$ cat config.mk
export PLATFORM = sky130hd
export DESIGN_NAME = cd_seq_mult_flat
export DESIGN_NICKNAME = d
export VERILOG_FILES = /design/src/rtl/cd_seq_mult_pkg.sv /design/src/rtl/cd_seq_mult_if.sv /design/src/rtl/cd_seq_mult_row_acc.sv /design/src/rtl/cd_seq_mult.sv /design/src/flat_wrapper.sv
export SDC_FILE = /design/constraint.sdc
export NUM_CORES = 1
export LEC_CHECK = 0
export ABC_AREA = 0
export CAP_MARGIN = 20
export CORE_ASPECT_RATIO = 2
export CORE_MARGIN = 10
export CORE_UTILIZATION = 57
export DETAILED_ROUTE_END_ITERATION = 8
export PLACE_DENSITY = 0.8
export SETUP_SLACK_MARGIN = 0.15
export SLEW_MARGIN = 20
export SYNTH_ARGS = -nofsm -noshare
export SYNTH_HDL_FRONTEND = slang
export SYNTH_HIERARCHICAL = 1
export SYNTH_SLANG_ARGS = --single-unit
$ cat constraint.sdc
create_clock -name clk -period 4.2 [get_ports clk]
set_clock_uncertainty 0.05 [all_clocks]
set_input_delay 1.05 -clock clk [delete_from_list [all_inputs] [get_ports clk]]
set_output_delay 1.05 -clock clk [all_outputs]
set_load 0.05 [all_outputs]
$ cat src/rtl/cd_seq_mult_pkg.sv
// cd_pkg: state encoding and width/mask helpers shared by the carry-disregard multiplier family.
package cd_pkg;
    typedef enum logic [1:0] {IDLE, RUN, DONE} cd_state_e;
    localparam int CD_MAX_W = 64;
    function automatic int cd_res_w(input int a_w, input int b_w);
        return a_w + b_w;
    endfunction
    function automatic logic [CD_MAX_W-1:0] cd_mask(input int l, input int w);
        logic [CD_MAX_W-1:0] m;
        m = '0;
        for (int c = 0; c < CD_MAX_W; c++) m[c] = (c < l) && (c < w);
        return m;
    endfunction
endpackage

$ cat src/rtl/cd_seq_mult_if.sv
// cd_seq_mult_if: operand/result valid-ready handshake bundle for cd_seq_mult.
interface cd_seq_mult_if #(parameter int A_W = 8, parameter int B_W = 4);
    import cd_pkg::*;
    localparam int R_W = cd_res_w(A_W, B_W);
    logic           in_valid;
    logic           in_ready;
    logic [A_W-1:0] a;
    logic [B_W-1:0] b;
    logic           approx_en;
    logic           out_valid;
    logic           out_ready;
    logic [R_W-1:0] r;
    logic           busy;
    modport master (output in_valid, a, b, approx_en, out_ready, input in_ready, out_valid, r, busy);
    modport slave  (input in_valid, a, b, approx_en, out_ready, output in_ready, out_valid, r, busy);
endinterface

$ cat src/rtl/cd_seq_mult_row_acc.sv
// cd_row_acc: one accumulation step -- carry-free XOR below column L, exact add at and above it.
module cd_row_acc import cd_pkg::*; #(parameter int W = 12) (
    input  logic [W-1:0] i_acc,
    input  logic [W-1:0] i_pp,
    input  logic [7:0]   i_l,
    output logic [W-1:0] o_acc
);
    logic [W-1:0] w_mask;
    assign w_mask = W'(cd_mask(int'(i_l), W));
    // high operands have zero low bits, so their sum never disturbs the XOR columns
    assign o_acc = ((i_acc & ~w_mask) + (i_pp & ~w_mask)) | ((i_acc ^ i_pp) & w_mask);
endmodule

$ cat src/rtl/cd_seq_mult.sv
// cd_seq_mult: sequential carry-disregard approximate multiplier, one B row per clock.
module cd_seq_mult import cd_pkg::*; #(
    parameter int A_W         = 8,
    parameter int B_W         = 4,
    parameter int APPROX_COLS = 3
) (
    input logic           clk,
    input logic           rst,
    cd_seq_mult_if.slave  io_bus
);
    localparam int R_W = cd_res_w(A_W, B_W);
    localparam int C_W = B_W > 1 ? $clog2(B_W) : 1;
    cd_state_e      r_state, w_next;
    logic [A_W-1:0] r_a;
    logic [B_W-1:0] r_b;
    logic           r_approx;
    logic [C_W-1:0] r_row;
    logic [R_W-1:0] r_acc, r_r, w_pp, w_acc;
    logic           w_last, w_accept;
    assign w_last   = r_row == C_W'(B_W - 1);
    assign w_accept = r_state == IDLE && io_bus.in_valid;
    assign w_pp     = r_b[r_row] ? R_W'(r_a) << r_row : '0;
    cd_row_acc #(.W(R_W)) u_row_acc (
        .i_acc (r_acc),
        .i_pp  (w_pp),
        .i_l   (r_approx ? 8'(APPROX_COLS) : 8'd0),
        .o_acc (w_acc)
    );
    always_ff @(posedge clk or posedge rst)
        if (rst) r_state <= IDLE;
        else     r_state <= w_next;
    always_comb begin
        w_next = r_state;
        if (w_accept) w_next = RUN;
        else if (r_state == RUN && w_last) w_next = DONE;
        else if (r_state == DONE && io_bus.out_ready) w_next = IDLE;
    end
    always_ff @(posedge clk or posedge rst) begin
        if (rst) begin
            r_a      <= '0;
            r_b      <= '0;
            r_approx <= 1'b0;
            r_row    <= '0;
            r_acc    <= '0;
            r_r      <= '0;
        end else if (w_accept) begin
            r_a      <= io_bus.a;
            r_b      <= io_bus.b;
            r_approx <= io_bus.approx_en;
            r_row    <= '0;
            r_acc    <= '0;
        end else if (r_state == RUN) begin
            r_acc <= w_acc;
            r_row <= r_row + 1'b1;
            if (w_last) r_r <= w_acc;
        end
    end
    assign io_bus.in_ready  = r_state == IDLE && !rst;
    assign io_bus.out_valid = r_state == DONE;
    assign io_bus.busy      = r_state == RUN;
    assign io_bus.r         = r_r;
endmodule

$ cat src/flat_wrapper.sv
// flat-port wrapper written by rule: the top's interface ports become plain ports
module cd_seq_mult_flat import cd_pkg::*;
#(
    parameter int A_W         = 8,
    parameter int B_W         = 4,
    parameter int APPROX_COLS = 3
)
  (clk, rst, io_bus_in_valid, io_bus_a, io_bus_b, io_bus_approx_en, io_bus_out_ready, io_bus_in_ready, io_bus_out_valid, io_bus_r, io_bus_busy);
  cd_seq_mult_if #(.A_W(A_W), .B_W(B_W)) io_bus_i ();
  input logic clk;
  input logic rst;
  input wire logic [$bits(io_bus_i.in_valid)-1:0] io_bus_in_valid;
  input wire logic [$bits(io_bus_i.a)-1:0] io_bus_a;
  input wire logic [$bits(io_bus_i.b)-1:0] io_bus_b;
  input wire logic [$bits(io_bus_i.approx_en)-1:0] io_bus_approx_en;
  input wire logic [$bits(io_bus_i.out_ready)-1:0] io_bus_out_ready;
  output wire logic [$bits(io_bus_i.in_ready)-1:0] io_bus_in_ready;
  output wire logic [$bits(io_bus_i.out_valid)-1:0] io_bus_out_valid;
  output wire logic [$bits(io_bus_i.r)-1:0] io_bus_r;
  output wire logic [$bits(io_bus_i.busy)-1:0] io_bus_busy;
  assign io_bus_i.in_valid = io_bus_in_valid;
  assign io_bus_i.a = io_bus_a;
  assign io_bus_i.b = io_bus_b;
  assign io_bus_i.approx_en = io_bus_approx_en;
  assign io_bus_i.out_ready = io_bus_out_ready;
  assign io_bus_in_ready = io_bus_i.in_ready;
  assign io_bus_out_valid = io_bus_i.out_valid;
  assign io_bus_r = io_bus_i.r;
  assign io_bus_busy = io_bus_i.busy;
  cd_seq_mult #(.A_W(A_W), .B_W(B_W), .APPROX_COLS(APPROX_COLS)) u_core (.clk(clk), .rst(rst), .io_bus(io_bus_i));
endmodule
==> flow_summary.ini, run 1 <==
[clocking]
worst_skew_pair.late_latency_ns = 0.30
cts_root_buffer = clkbuf_8
cts_buffers = 5
cts_tree = done
h-tree-depth = 2
cts.repair.resized = 0
post-cts-setup-buffer-count = 0
clock_path_buffers = 2
clkSinkCount = 41
cts-hold-fix-buffers = 0
clk_pin_slew_ns = 0.08

[sta]
max_clock_freq_ghz = 0.283
rsz0062_at_grt = no
finalHoldViolCount = 0
fin_crit_sh_pct = 84.1
slew_viol_final = 0
setup_violations = 0
tightest_slew_ns = 0.781
max_slew_margin_pct = 47.9
tns_ns = 0
fin_crit_ns = 3.53

[route]
drtIter0Drc = 104
first_pass_iters = 4
wl_per_cell_um = 16.4
ant_nets = 0
dr_total_vias = 2372
totalWireLength_um = 6620
viasPerCell = 5.89
drcViolationCount = 0

[pwr]
combPwrFrac_pct = 54.1
pwr-share-clk_pct = 11.1
sw_frac_of_total_pct = 45.0
p_leak_nw = 1.48
total_power_w = 0.00233
powerDensity_nw_per_um2 = 687
pwr-share-seq_pct = 34.8
p_int_w = 0.00128
p_switching_w = 0.00105
ir_worst_vdd_mv = 0.525

[placed_design]
portBuffers = 31
gp_congestion = 0.865
hpwl_um = 4990

[finish]
nFillCells = 413
num_antenna_cells = 0
layout_commonest_cell = dfrtp_1
area_growth_pct = 15.4
final_nets = 373
drive_above_1_share_pct = 14.5
layout_common_cells = dfrtp_1 (41), nand2_1 (38), clkdlybuf4s50_1 (31)

[min_path]
hold_path_class = reg2reg
hp-start = u_core/io_bus.r[5]
holdPathEnd = u_core/io_bus.r[5]
whs_path_depth = 1

[floorplanning]
die_y_um = 122
die_area_um2 = 8610
ios = 32
rows = 37
dieWidth_um = 70.8
core_um2 = 5090
start_util_pct = 57.7

[setup_path]
rrSetupSlack_ns = 0.67
cp_max_fo = 20
crit_family = simple AND/OR/NAND/NOR gates
crit_chain = nor4bb_1 > and4bb_1 > nand2_1 > fa_1 > nor2b_1 > o31a_1 > o21ai_1 > and3_1 > or3_1 > mux2_4
r2r_cells = 10
end_kind = register
startpoint_type = register
worstSetupPathType = reg2reg
critPathMaxStageDelay_ns = 0.62
worstPathRequired_ns = 4.35
crit_slowest_cell = dfrtp_1
r2r_end = u_core/io_bus.r[6]
cp_data_arrival_time_ns = 3.68
worst-path-buf-inv = 0
r2r_start = u_core/r_row[0]

[logic_synthesis]
async_flop_share_pct = 100
synth_flop_cell = dfrtp_1
yosysWarnings = 6
postSynthAreaPerCell_um2 = 9.67
synth_area_um2 = 2940
netlist_top_cells_area = dfrtp_1 (35%), mux2_2 (7.3%), nand2_1 (4.9%)
ys_seq_elements = 41
ys_seq_area_share_pct = 34.9
synth_top_area_share_pct = 34.9
synth_cell_types = 55
synth_edf_count = 0
synth.largest_area_cell = dfrtp_1
synthCells = 304

[global_route]
grt_pass1_wl_um = 11200
grt_use_total_pct = 15.7
antenna_found_initial = 0
grt_max_degree = 42
grt_pass1_vias = 2423
overflow = 0

[status]
outcome = finished, final reports clean

[flow_run]
drv_cap = 0
power groups by stage:
stage | logic, W | registers [W] | clock network [W]
3_5_place_dp | 0.00126 | 0.000817 | 0
3_3_place_gp | 0.00123 | 0.000807 | 0
2_1_floorplan | 0.000848 | 0.000905 | 0
6_report | 0.00126 | 0.000812 | 0.000258
4_1_cts | 0.00127 | 0.000811 | 0.000266
5_1_grt | 0.00137 | 0.000847 | 0.000282
how the worst max path moves through the flow:
| stage | from | to | slack, ns | depth (start not counted) |
|---|---|---|---|---|
| 2_1_floorplan | rst | io_bus_in_ready | 1.01 | 1 |
| 3_3_place_gp | rst | io_bus_in_ready | 0.68 | 3 |
| 3_5_place_dp | rst | io_bus_in_ready | 0.66 | 3 |
| 4_1_cts | rst | io_bus_in_ready | 0.66 | 3 |
| 5_1_grt | u_core/r_row[0] | u_core/io_bus.r[6] | 0.52 | 10 |
| 6_report | u_core/r_row[0] | u_core/io_bus.r[6] | 0.67 | 10 |
layout make-up:
class / instances / area [um^2] / share of cell area [%]
Tap cell: 58 / 72.6 / 2.14
Multi-Input combinational cell: 253 / 1840 / 54.2
Sequential cell: 41 / 1030 / 30.2
Clock buffer: 7 / 76.3 / 2.25
Inverter: 9 / 38.8 / 1.14
Timing Repair Buffer: 34 / 333 / 9.81
Clock inverter: 1 / 7.51 / 0.221
Yosys cell counts, types with 3 or more instances:
master and instances:
dfrtp_1 41, nand2_1 38, o21ai_0 24, mux2_2 19, nor2_1 16, xnor2_1 13, a21oi_1 12, nor2b_1 12
ha_1 11, and2_1 10, mux2_4 9, inv_1 8, buf_2 7, and3_1 6, mux2i_1 5, mux4_2 4
nand3_1 4, nor3_1 4, o21a_1 4, a211oi_1 3, buf_6 3, nand3b_1 3, o21ai_1 3, xor2_1 3
metal layers:
metal / vias to the layer above / part of all wire, % / GRT usage, %
li1: 1151 / - / -
met1: 1160 / 39 / 17.2
met2: 49 / 55 / 27.9
met3: 12 / 3.7 / 3.42
met4: 0 / 2.1 / 7.18
met5: - / 0 / 0
cell families (layout without fill, tap and decap cells):
family | after synthesis | in the layout | synth area share (%)
simple gates | 109 | 109 | 20.1
compound gates | 65 | 65 | 13.7
flops | 41 | 41 | 34.9
mux | 37 | 37 | 16.6
buf+inv | 23 | 51 | 4.43
xor+xnor | 16 | 16 | 4.77
fa+ha+maj | 12 | 12 | 5.36
other cells | 1 | 14 | 0.128
worst register-to-register path, stage by stage (launching register included):
cell	delay, ns
dfrtp_1	0.62
nor4bb_1	0.57
and4bb_1	0.34
nand2_1	0.08
fa_1	0.37
nor2b_1	0.23
o31a_1	0.24
o21ai_1	0.09
and3_1	0.19
or3_1	0.36
mux2_4	0.28
through the flow:
step           hold WS (ns)  instances  worst slack (ns)  utilization (%)  instance area, um^2
5_1_grt               0.479        403             0.518             66.6                 3390
3_3_place_gp          0.441        395             0.675             65.0                 3310
4_1_cts               0.468        403             0.659             66.6                 3390
6_report              0.464        403             0.670             66.6                 3390
3_5_place_dp          0.444        395             0.661             65.0                 3310
2_1_floorplan         0.453        317              1.01                -                 2990
sequential cells by signal, summed over array words and instances (netlist names):
name             count
u_core/r_row         2
u_core/r_acc        12
u_core/r_state       2
u_core/io_bus.r     12
u_core/r_a           8
u_core/r_approx      1
u_core/r_b           4
(Power assumes the default switching activity.)
==> run 2, diff against run 1 <==
==> constraint.sdc (replaced) <==
create_clock -name clk -period 3.4 [get_ports clk]
set_clock_uncertainty 0.05 [all_clocks]
set_input_delay 0.85 -clock clk [delete_from_list [all_inputs] [get_ports clk]]
set_output_delay 0.85 -clock clk [all_outputs]
set_load 0.05 [all_outputs]
==> flow_summary.ini, run 2 (synthesis gave the netlist of run 1 again) <==
[setup_path]
r2r_start = u_core/r_row[0]
cp_data_arrival_time_ns = 3.28
r2r_cells = 12
end_kind = register
critPathMaxStageDelay_ns = 0.52
worstPathRequired_ns = 3.54
crit_slowest_cell = dfrtp_4
worstSetupPathType = reg2reg
cp_max_fo = 7
startpoint_type = register
startpoint = u_core/r_row[0]
crit_chain = buf_2 > nor4bb_4 > and4bb_2 > nand2_1 > fa_2 > nor2b_2 > o31a_1 > buf_4 > o211ai_1 > a211oi_1 > a31oi_1 > mux2_2

[global_route]
grt_max_degree = 42
grt_pass1_wl_um = 11600
antenna_found_initial = 0
grt_use_total_pct = 16.7
grt_pass1_vias = 2490
overflow = 0

[finish]
layout_commonest_cell = dfrtp_1
layout_common_cells = dfrtp_1 (39), nand2_1 (38), clkdlybuf4s50_1 (30)
seqCellArea_um2 = 1030
area_growth_pct = 21.2
num_antenna_cells = 0
finalNonFillerCells = 421
multi_input_area_um2 = 1880
drive_above_1_share_pct = 22.6
finalInstanceArea_um2 = 3560
final_util_pct = 70.0
nFillCells = 391
final_nets = 391

[pwr]
sw_frac_of_total_pct = 45.0
p_leak_nw = 1.58
p_int_w = 0.00168
pwr-share-seq_pct = 31.5
pwr-share-clk_pct = 10.1
powerDensity_nw_per_um2 = 856
combPwrFrac_pct = 58.4
ir_worst_vdd_mv = 0.733
p_switching_w = 0.00137

[clocking]
cts_tree = done
clock_path_buffers = 2
worst_skew_pair.late_latency_ns = 0.30
clk_pin_slew_ns = 0.08
clkSinkCount = 41
cts_root_buffer = clkbuf_8
cts_buffers = 5
cts-hold-fix-buffers = 0
h-tree-depth = 2

[placed_design]
gp_congestion = 0.939
hpwl_um = 5400
placed_area_um2 = 3340
placed_cells = 400
portBuffers = 31

[route]
ant_nets = 0
first_pass_iters = 4
dr_total_vias = 2457
drcViolationCount = 0
totalWireLength_um = 7210
wl_per_cell_um = 17.1
viasPerCell = 5.84
drtIter0Drc = 142

[flow_run]
drv_cap = 0

[sta]
setup_violations = 0
finalHoldViolCount = 0
tightest_slew_ns = 0.513
slew_viol_final = 0
rsz0062_at_grt = yes
tns_ns = 0
max_clock_freq_ghz = 0.319
fin_crit_sh_pct = 92.3
worst_hold_slack_ns = 0.456
fin_crit_ns = 3.14
max_slew_margin_pct = 65.7

[floorplanning]
start_util_pct = 57.7
dieWidth_um = 70.8
die_area_um2 = 8610
ios = 32
rows = 37
die_y_um = 122
core_um2 = 5090

[min_path]
hp-start = u_core/io_bus.r[11]
whs_path_depth = 1
hold_path_class = reg2reg

[status]
outcome = finished, final reports clean
## run 2: changes by cell type in the layout (fill, tap and decap cells not counted), sizes merged
cell and change:
clkbuf -2, buf +19, clkinv +2, clkdlybuf4s50 -1
## run 2: stage by stage
| stage | setup slack (ns) | power (W) |
|---|---|---|
| finish | 0.261 | 0.00305 |
| global route | 0.105 | 0.00325 |
| CTS | 0.167 | 0.00295 |
| detailed placement | 0.0213 | 0.00262 |
| global placement | 0.138 | 0.00257 |
| floorplan | 0.265 | 0.00217 |
## run 2: final cells by class
type | instances | area share, %
Multi-Input combinational cell | 253 | 52.6
Tap cell | 58 | 2.04
Clock buffer | 5 | 1.93
Inverter | 9 | 1.09
Clock inverter | 3 | 0.491
Sequential cell | 41 | 28.9
Timing Repair Buffer | 52 | 12.9
## run 2: power groups by stage
| stage | combinational, W | sequential [W] | clock [W] |
|---|---|---|---|
| 6_report | 0.00178 | 0.000961 | 0.000308 |
| 5_1_grt | 0.00191 | 0.000996 | 0.000346 |
| 3_5_place_dp | 0.00164 | 0.000981 | 0 |
| 4_1_cts | 0.00165 | 0.000976 | 0.000324 |
| 3_3_place_gp | 0.00161 | 0.000968 | 0 |
| 2_1_floorplan | 0.00105 | 0.00112 | 0 |
## run 2: timing repair
item,CTS,global route
resized for setup,2,11
setup buffers,0,13
setup endpoints to repair,7,11
pin swaps,0,4
## run 2: worst max-delay path: cells and delay by family, from the launching register on
family                   cells  cell delay, ns
flip-flops                   1            0.52
AO/OA/AOI/OAI                4            0.73
adder cells (fa/ha/maj)      1            0.35
AND/OR/NAND/NOR              4            0.77
multiplexers                 1            0.30
buffers and inverters        2            0.31
## run 2: layer usage
metal  GRT usage (%)  vias to the layer above  part of all wire (%)
met5               0                        -                     0
met4            12.3                        0                   5.3
met3            3.17                       22                   3.7
met2            30.4                       69                    54
met1            16.0                     1180                    36
li1                -                     1186                     -
## run 2: path summary, 6_finish.rpt
path | endpoint | slack (ns)
setup reg to reg | u_core/io_bus.r[10] | 0.26
hold reg to reg | u_core/io_bus.r[11] | 0.46
hold / removal | u_core/io_bus.r[11] | 0.46
min in group asynchronous | u_core/io_bus.r[11] | 0.95
setup / recovery | u_core/io_bus.r[10] | 0.26
max in group asynchronous | u_core/r_row[0] | 1.94
